## src/rtl/sw_pkg.sv

```systemverilog
// Shared types and constants for the AXI-Stream crossbar switch.
// Holds the input FSM state encoding, the destination-width helper and counter width.
package sw_pkg;

  localparam int DROP_CNT_W = 16;

  typedef enum logic [1:0] {
    IDLE,
    REQ,
    XFER,
    DROP
  } in_state_t;

  function automatic int dest_w(input int n);
    return (n > 1) ? $clog2(n) : 1;
  endfunction

endpackage

```

## src/rtl/axis_xbar_switch_if.sv

```systemverilog
// Bundled per-input and per-output AXI-Stream signals of the crossbar switch.
// The slave modport is the switch view; master is the surrounding source/sink view.
interface axis_xbar_switch_if #(
  parameter int PORT_NUM = 4,
  parameter int DATA_W   = 32
);
  import sw_pkg::*;

  localparam int KEEP_W = DATA_W / 8;
  localparam int DEST_W = dest_w(PORT_NUM);

  logic [PORT_NUM-1:0]        s_axis_tvalid;
  logic [PORT_NUM-1:0]        s_axis_tready;
  logic [PORT_NUM-1:0]        s_axis_tlast;
  logic [PORT_NUM-1:0]        s_axis_tlb;
  logic [PORT_NUM*DATA_W-1:0] s_axis_tdata;
  logic [PORT_NUM*KEEP_W-1:0] s_axis_tkeep;
  logic [PORT_NUM*DEST_W-1:0] s_axis_tdest;

  logic [PORT_NUM-1:0]        m_axis_tvalid;
  logic [PORT_NUM-1:0]        m_axis_tready;
  logic [PORT_NUM-1:0]        m_axis_tlast;
  logic [PORT_NUM*DATA_W-1:0] m_axis_tdata;
  logic [PORT_NUM*KEEP_W-1:0] m_axis_tkeep;

  modport slave (
    input  s_axis_tvalid, s_axis_tlast, s_axis_tlb, s_axis_tdata, s_axis_tkeep, s_axis_tdest,
    output s_axis_tready,
    output m_axis_tvalid, m_axis_tlast, m_axis_tdata, m_axis_tkeep,
    input  m_axis_tready
  );

  modport master (
    output s_axis_tvalid, s_axis_tlast, s_axis_tlb, s_axis_tdata, s_axis_tkeep, s_axis_tdest,
    input  s_axis_tready,
    input  m_axis_tvalid, m_axis_tlast, m_axis_tdata, m_axis_tkeep,
    output m_axis_tready
  );

endinterface

```

## src/rtl/axis_xbar_switch_rr_arbiter.sv

```systemverilog
// Round-robin arbiter for one crossbar output: registered grant held until release.
// win is the one-hot decision being loaded into grant this cycle.
module rr_arbiter
  import sw_pkg::*;
#(
  parameter int PORT_NUM = 4
) (
  input  logic                clk,
  input  logic                rst,
  input  logic [PORT_NUM-1:0] req,
  input  logic                rel,
  output logic [PORT_NUM-1:0] grant,
  output logic [PORT_NUM-1:0] win
);
  localparam int PW = dest_w(PORT_NUM);

  logic [PW-1:0] ptr;
  logic [PW-1:0] ptr_nxt;
  logic [PW-1:0] sel;
  logic          found;

  // search starts at the pointer; the first requester found wins
  always_comb begin
    win     = '0;
    ptr_nxt = ptr;
    sel     = '0;
    found   = 1'b0;
    if (!(|grant) && !rel) begin
      for (int k = 0; k < PORT_NUM; k++) begin
        sel = PW'((int'(ptr) + k) % PORT_NUM);
        if (!found && req[sel]) begin
          found      = 1'b1;
          win[sel]   = 1'b1;
          ptr_nxt    = PW'((int'(sel) + 1) % PORT_NUM);
        end
      end
    end
  end

  always_ff @(posedge clk) begin
    if (rst) begin
      grant <= '0;
      ptr   <= '0;
    end else if (rel) begin
      grant <= '0;
    end else if (found) begin
      grant <= win;
      ptr   <= ptr_nxt;
    end
  end

endmodule

```

## src/rtl/axis_xbar_switch.sv

```systemverilog
// AXI-Stream crossbar: per-input destination FSMs, per-output round-robin locks,
// zero-latency combinational data path once a grant is held, and drop counting.
module axis_xbar_switch
  import sw_pkg::*;
#(
  parameter int PORT_NUM = 4,
  parameter int DATA_W   = 32,
  parameter int LB_EN    = 1
) (
  input  logic                    glb_clk,
  input  logic                    glb_rst,
  axis_xbar_switch_if.slave       bus,
  input  logic [PORT_NUM*32-1:0]  fifo_space_used,
  output logic [DROP_CNT_W-1:0]   drop_cnt
);
  localparam int KEEP_W = DATA_W / 8;
  localparam int DEST_W = dest_w(PORT_NUM);

  in_state_t                  state    [PORT_NUM];
  logic [DEST_W-1:0]          dest     [PORT_NUM];
  logic [DEST_W-1:0]          dest_sel [PORT_NUM];
  logic [PORT_NUM-1:0]        req      [PORT_NUM];
  logic [PORT_NUM-1:0]        gnt      [PORT_NUM];
  logic [PORT_NUM-1:0]        win      [PORT_NUM];
  logic [PORT_NUM-1:0]        rel;
  logic [PORT_NUM-1:0]        won;
  logic [PORT_NUM-1:0]        hs_last;
  logic [PORT_NUM-1:0]        s_rdy;
  logic [PORT_NUM-1:0]        m_vld;
  logic [PORT_NUM-1:0]        m_lst;
  logic [PORT_NUM*DATA_W-1:0] m_dat;
  logic [PORT_NUM*KEEP_W-1:0] m_kp;
  logic [DEST_W-1:0]          lb_dest;
  logic [31:0]                lb_min;
  logic [3:0]                 drop_inc;
  logic [DROP_CNT_W:0]        drop_sum;

  // least-occupied output; strict compare keeps ties on the lowest index
  always_comb begin
    lb_dest = '0;
    lb_min  = fifo_space_used[31:0];
    for (int j = 1; j < PORT_NUM; j++) begin
      if (fifo_space_used[j*32 +: 32] < lb_min) begin
        lb_min  = fifo_space_used[j*32 +: 32];
        lb_dest = DEST_W'(j);
      end
    end
  end

  always_comb begin
    for (int i = 0; i < PORT_NUM; i++) begin
      dest_sel[i] = (LB_EN != 0 && bus.s_axis_tlb[i]) ? lb_dest
                                                      : bus.s_axis_tdest[i*DEST_W +: DEST_W];
    end
  end

  assign hs_last = bus.s_axis_tvalid & s_rdy & bus.s_axis_tlast;

  always_comb begin
    won = '0;
    for (int d = 0; d < PORT_NUM; d++) begin
      req[d] = '0;
      rel[d] = |(gnt[d] & hs_last);
      won    = won | win[d];
      for (int i = 0; i < PORT_NUM; i++) begin
        req[d][i] = (state[i] == REQ) && (dest[i] == DEST_W'(d));
      end
    end
  end

  for (genvar d = 0; d < PORT_NUM; d++) begin : g_arb
    rr_arbiter #(.PORT_NUM(PORT_NUM)) u_arb (
      .clk   (glb_clk),
      .rst   (glb_rst),
      .req   (req[d]),
      .rel   (rel[d]),
      .grant (gnt[d]),
      .win   (win[d])
    );
  end

  // the held grant alone steers the data path, so forwarding adds no latency
  always_comb begin
    m_vld = '0;
    m_lst = '0;
    m_dat = '0;
    m_kp  = '0;
    for (int i = 0; i < PORT_NUM; i++) s_rdy[i] = (state[i] == DROP);
    for (int d = 0; d < PORT_NUM; d++) begin
      for (int i = 0; i < PORT_NUM; i++) begin
        if (gnt[d][i]) begin
          m_vld[d]                  = bus.s_axis_tvalid[i];
          m_lst[d]                  = bus.s_axis_tlast[i];
          m_dat[d*DATA_W +: DATA_W] = bus.s_axis_tdata[i*DATA_W +: DATA_W];
          m_kp[d*KEEP_W +: KEEP_W]  = bus.s_axis_tkeep[i*KEEP_W +: KEEP_W];
          s_rdy[i]                  = bus.m_axis_tready[d];
        end
      end
    end
  end

  assign bus.s_axis_tready = s_rdy;
  assign bus.m_axis_tvalid = m_vld;
  assign bus.m_axis_tlast  = m_lst;
  assign bus.m_axis_tdata  = m_dat;
  assign bus.m_axis_tkeep  = m_kp;

  always_comb begin
    drop_inc = '0;
    for (int i = 0; i < PORT_NUM; i++) begin
      if (state[i] == DROP && hs_last[i]) drop_inc = drop_inc + 4'd1;
    end
  end

  assign drop_sum = {1'b0, drop_cnt} + {{(DROP_CNT_W-3){1'b0}}, drop_inc};

  always_ff @(posedge glb_clk) begin
    for (int i = 0; i < PORT_NUM; i++) begin
      if (state[i] == IDLE && bus.s_axis_tvalid[i]) dest[i] <= dest_sel[i];
    end
  end

  always_ff @(posedge glb_clk) begin
    if (glb_rst) begin
      for (int i = 0; i < PORT_NUM; i++) state[i] <= IDLE;
      drop_cnt <= '0;
    end else begin
      drop_cnt <= drop_sum[DROP_CNT_W] ? '1 : drop_sum[DROP_CNT_W-1:0];
      for (int i = 0; i < PORT_NUM; i++) begin
        case (state[i])
          IDLE: if (bus.s_axis_tvalid[i])
                  state[i] <= (int'(dest_sel[i]) >= PORT_NUM) ? DROP : REQ;
          REQ:  if (won[i]) state[i] <= XFER;
          XFER: if (hs_last[i]) state[i] <= IDLE;
          DROP: if (hs_last[i]) state[i] <= IDLE;
          default: state[i] <= IDLE;
        endcase
      end
    end
  end

endmodule

```

## src/flat_wrapper.sv

```systemverilog
// flat-port wrapper written by rule: the top's interface ports become plain ports
module axis_xbar_switch_flat import sw_pkg::*;
#(
  parameter int PORT_NUM = 4,
  parameter int DATA_W   = 32,
  parameter int LB_EN    = 1
)
  (glb_clk, glb_rst, fifo_space_used, drop_cnt, bus_s_axis_tvalid, bus_s_axis_tlast, bus_s_axis_tlb, bus_s_axis_tdata, bus_s_axis_tkeep, bus_s_axis_tdest, bus_s_axis_tready, bus_m_axis_tvalid, bus_m_axis_tlast, bus_m_axis_tdata, bus_m_axis_tkeep, bus_m_axis_tready);
  axis_xbar_switch_if #(.PORT_NUM(PORT_NUM), .DATA_W(DATA_W)) bus_i ();
  input  logic glb_clk;
  input  logic glb_rst;
  input  logic [PORT_NUM*32-1:0] fifo_space_used;
  output logic [DROP_CNT_W-1:0] drop_cnt;
  input wire logic [$bits(bus_i.s_axis_tvalid)-1:0] bus_s_axis_tvalid;
  input wire logic [$bits(bus_i.s_axis_tlast)-1:0] bus_s_axis_tlast;
  input wire logic [$bits(bus_i.s_axis_tlb)-1:0] bus_s_axis_tlb;
  input wire logic [$bits(bus_i.s_axis_tdata)-1:0] bus_s_axis_tdata;
  input wire logic [$bits(bus_i.s_axis_tkeep)-1:0] bus_s_axis_tkeep;
  input wire logic [$bits(bus_i.s_axis_tdest)-1:0] bus_s_axis_tdest;
  output wire logic [$bits(bus_i.s_axis_tready)-1:0] bus_s_axis_tready;
  output wire logic [$bits(bus_i.m_axis_tvalid)-1:0] bus_m_axis_tvalid;
  output wire logic [$bits(bus_i.m_axis_tlast)-1:0] bus_m_axis_tlast;
  output wire logic [$bits(bus_i.m_axis_tdata)-1:0] bus_m_axis_tdata;
  output wire logic [$bits(bus_i.m_axis_tkeep)-1:0] bus_m_axis_tkeep;
  input wire logic [$bits(bus_i.m_axis_tready)-1:0] bus_m_axis_tready;
  assign bus_i.s_axis_tvalid = bus_s_axis_tvalid;
  assign bus_i.s_axis_tlast = bus_s_axis_tlast;
  assign bus_i.s_axis_tlb = bus_s_axis_tlb;
  assign bus_i.s_axis_tdata = bus_s_axis_tdata;
  assign bus_i.s_axis_tkeep = bus_s_axis_tkeep;
  assign bus_i.s_axis_tdest = bus_s_axis_tdest;
  assign bus_s_axis_tready = bus_i.s_axis_tready;
  assign bus_m_axis_tvalid = bus_i.m_axis_tvalid;
  assign bus_m_axis_tlast = bus_i.m_axis_tlast;
  assign bus_m_axis_tdata = bus_i.m_axis_tdata;
  assign bus_m_axis_tkeep = bus_i.m_axis_tkeep;
  assign bus_i.m_axis_tready = bus_m_axis_tready;
  axis_xbar_switch #(.PORT_NUM(PORT_NUM), .DATA_W(DATA_W), .LB_EN(LB_EN)) u_core (.glb_clk(glb_clk), .glb_rst(glb_rst), .bus(bus_i), .fifo_space_used(fifo_space_used), .drop_cnt(drop_cnt));
endmodule
```

## config.mk

```make
export PLATFORM = sky130hd
export DESIGN_NAME = axis_xbar_switch_flat
export DESIGN_NICKNAME = d
export VERILOG_FILES = /design/src/rtl/sw_pkg.sv /design/src/rtl/axis_xbar_switch_if.sv /design/src/rtl/axis_xbar_switch_rr_arbiter.sv /design/src/rtl/axis_xbar_switch.sv /design/src/flat_wrapper.sv
export SDC_FILE = /design/constraint.sdc
export NUM_CORES = 1
export LEC_CHECK = 0
export CAP_MARGIN = 20
export CORE_MARGIN = 8
export CORE_UTILIZATION = 41
export DETAILED_ROUTE_END_ITERATION = 6
export PLACE_DENSITY = 0.84
export SLEW_MARGIN = 20
export SYNTH_ARGS = -nofsm -noshare
export SYNTH_HDL_FRONTEND = slang
export SYNTH_SLANG_ARGS = --single-unit
```

## constraint.sdc

```tcl
create_clock -name glb_clk -period 8.3 [get_ports glb_clk]
set_input_delay 2.075 -clock glb_clk [delete_from_list [all_inputs] [get_ports glb_clk]]
set_output_delay 2.075 -clock glb_clk [all_outputs]
set_load 0.005 [all_outputs]
```

==> summary.md <==
| Metric | Value |
|---|---|
| Status | `completed` |
| Slew Viols, Final | `0` |
| Starting density of the core | `41.6%` |
| DRC | `0` |
| Most common cell in the netlist | `o21ai_0` |
| F_max | `122 MHz` |
| Power Total | `4.78 mW` |
| Setup tns final | `0 ns` |
| First-pass GRT wire length | `86.8 mm` |
| Number of fill cells | `2241` |
| CP max-delay cell | `clkdlybuf4s50_1` |
| Core box area | `26900 µm²` |
| CTS tree | `built` |
| Layout area overhead | `52.3%` |
| Mean routed wirelength per cell | `24.7 µm` |
| Clock slew at reported path FFs | `0.08 ns` |
| Max-slew headroom | `32.1%` |
| Gr ovfl total | `0` |
| Fin crit share | `99.1%` |
| Initial antenna violation count | `2` |
| Drt first pass iters | `6` |
| Critical path arrival | `8.37 ns` |
| FF-to-FF End | `u_core.drop_cnt[8]$_SDFF_PP0_` |
| Main synth FF type | `dfxtp_1` |
| Period minus WS final | `8.22 ns` |
| HP Class | `register to register` |
| CTS H-tree lvls | `2` |
| Final hold violations | `0` |
| CP startpoint kind | `primary input` |
| DP HPWL | `44.7 mm` |
| Die height | `about 180 µm` |
| Die area | `32800 µm²` |
| CP required | `8.45 ns` |
| Vias per cell | `6.54` |
| Dpl cell area | `between 15000 and 20000 µm²` |
| Final wirelength | `around 59 mm` |
| Slew at the pin with the worst max-slew slack | `1.01 ns` |
| Synthesized net count | `2033` |
| R2r setup slk | `roughly 2.7 ns` |
| Worst-Skew Late Latency | `~0.30 ns` |
| PwrDens | `281 nW/µm²` |
| Routed vias | `approximately 16000` |
| Clk sink count | `56` |
| Peak supply drop | `about 150 µV` |
| Largest net degree at the start of global routing | `80` |
| CP endpoint kind | `register` |
| DIE WIDTH | `181 µm` |
| Worst-path maximum fanout | `8` |
| Clock Skews | `0.00915 ns` |
| Deepest clock path buffer count | `2` |
| Avg Inst Size Synth | `roughly 7 µm²` |
| Placement Rows | `60` |
| Synth area leader | `ha_1` |
| Synth top area share | `14.6%` |
| I/O Pins | `470` |
| Cells on Worst Hold Path | `2` |
| CP peak stage delay | `0.51 ns` |
| Number of synthesized flops with an enable pin | `16` |
| Buffers added on ports | `469` |
| Unique masters post-synth | `79` |
| Reg2reg start | `u_core.g_arb[1].u_arb.grant[1]$_SDFFE_PP0P_` |
| Most frequent cells after synthesis | `o21ai_0, a21oi_1, nand2_1, ha_1, nor2_1` |
| Crit path top cell by count | `a21oi_2` |
| Final setup vio count | `0` |
| Share of layout cells above drive strength 1 | `8.96%` |
| Ys async rst share | `0%` |
| GRT Util Overall | `32.5%` |
| Crit Path Class | `primary input to register` |
| GPL Wtd Cong | `1.02` |
| Design Area, Final | `17000 µm²` |
| Source of the critical timing path | `fifo_space_used[21]` |
| Ys Warns | `0` |
| Worst hold start | `u_core.g_arb[1].u_arb.grant[3]$_SDFFE_PP0P_` |
| Vias in the first global route | `14900` |
| MaxCap Viol Count | `0` |
| R2R cell count | `21` |
| Routed Antenna Nets | `0` |
| Sequential-to-total area share from yosys stat | `11.5%` |
| P_leak | `6.49 nW` |
| Synth top area cells | `ha_1, o21ai_0, a21oi_1, dfxtp_1, a221o_1` |
| Register bit total from synthesis | `56` |
| Synthesized cell area | `11200 µm²` |
| Cts bufs inserted | `5` |
| Nets | `2459` |
| Root Buffer | `clkbuf_16` |
| Synthesized netlist cell count | `around 1600` |
| WHS Endpoint | `u_core.g_arb[1].u_arb.grant[3]$_SDFFE_PP0P_` |
| Starting DRT DRC Count | `between 2000 and 2500` |
## critical path, delay by kind of cell
family                     cells  cell delay, ns
AOI/OAI and AO/OA             16            3.19
buffers and inverters          7            1.31
adders and majority gates      3            0.82
and+or+nand+nor                5            0.71
muxes                          1            0.23
## power by group
| part | total (mW) | internal [mW] | switching (mW) |
|---|---|---|---|
| Sequential | 0.487 | 0.350 | 0.136 |
| Clock | 0.215 | 0.112 | 0.103 |
| Combinational | 4.08 | 2.02 | 2.06 |
## cell type report
cell class                      count  area, µm²  share of cell area (%)
Multi-Input combinational cell   1359       9500                    55.9
Timing Repair Buffer              541       5400                    31.7
Sequential cell                    56       1290                    7.57
Tap cell                          341        427                    2.51
Inverter                           67        251                    1.48
Clock buffer                        6        129                   0.757
Clock inverter                      2       11.3                  0.0662
Antenna cell                        3       7.51                  0.0441
## state kept, by name (all words and copies together) (netlist names)
register / flops
u_core.state: 8
u_core.g_arb.u_arb.ptr: 8
u_core.drop_cnt: 16
u_core.dest: 8
u_core.g_arb.u_arb.grant: 16
## placed cells by master, fill, tap and decap left out, types with 8 or more instances in the layout
master / count
mux4_2: 14
dlymetal6s2s_1: 9
nand3_1: 22
inv_1: 64
a211oi_1: 9
dfxtp_1: 35
a31oi_1: 8
clkbuf_16: 9
nor3_1: 9
nand4_1: 12
a21oi_1: 184
xnor2_1: 10
mux2i_2: 8
nor2b_1: 11
a221o_1: 79
ha_1: 125
nor3b_1: 9
clkdlybuf4s50_1: 460
and3_1: 8
o22ai_1: 36
o21ai_0: 238
nor2_1: 125
nand2_1: 164
mux2i_1: 24
edfxtp_1: 16
xor2_1: 8
a21o_1: 11
o21a_1: 9
buf_4: 61
a22oi_1: 92
## stage by stage
step	hold slack (ns)	utilization, %	instances	setup WS (ns)
6_report	0.536	63.3	2375	0.0770
3_5_place_dp	0.519	60.8	2354	-0.444
4_1_cts	0.527	61.4	2362	0.00532
2_1_floorplan	0.495	-	1604	0.431
3_3_place_gp	0.500	60.8	2354	-0.256
5_1_grt	0.564	63.3	2374	-0.173
## repair_timing
action / CTS / global route
endpoints found under the setup margin: 8 / 8
pin swaps: 0 / 24
hold endpoints to repair: 0 / 0
resized for setup: 5 / 76
buffers inserted: 0 / 6
hold buffers: 0 / 0
gates cloned: 0 / 4
## logic make-up after synthesis
family	count (synthesis)	synth area share (%)
buf+inv	189	6.52
xor+xnor	18	1.41
mux	56	6.79
other cells	1	0.0336
compound gates	726	41.0
fa+ha+maj	131	14.7
flops	56	11.5
simple gates	427	18.0
## routing by layer
metal | GRT usage (%) | part of all wire [%]
met2 | 54.2 | 46
met4 | 18.1 | 6.8
met3 | 8.16 | 12
met5 | 0 | 0
met1 | 37.8 | 35
## worst max-delay path by stage
stage,to,cells after the start,slack [ns]
3_3_place_gp,u_core.dest[0][0]$_DFFE_PP_,31,-0.26
5_1_grt,u_core.dest[1][0]$_DFFE_PP_,32,-0.17
4_1_cts,u_core.dest[0][0]$_DFFE_PP_,30,0.005
2_1_floorplan,u_core.dest[0][0]$_DFFE_PP_,28,0.43
6_report,u_core.dest[1][0]$_DFFE_PP_,32,0.08
3_5_place_dp,u_core.dest[3][0]$_DFFE_PP_,31,-0.44
(Power assumes the default switching activity.)
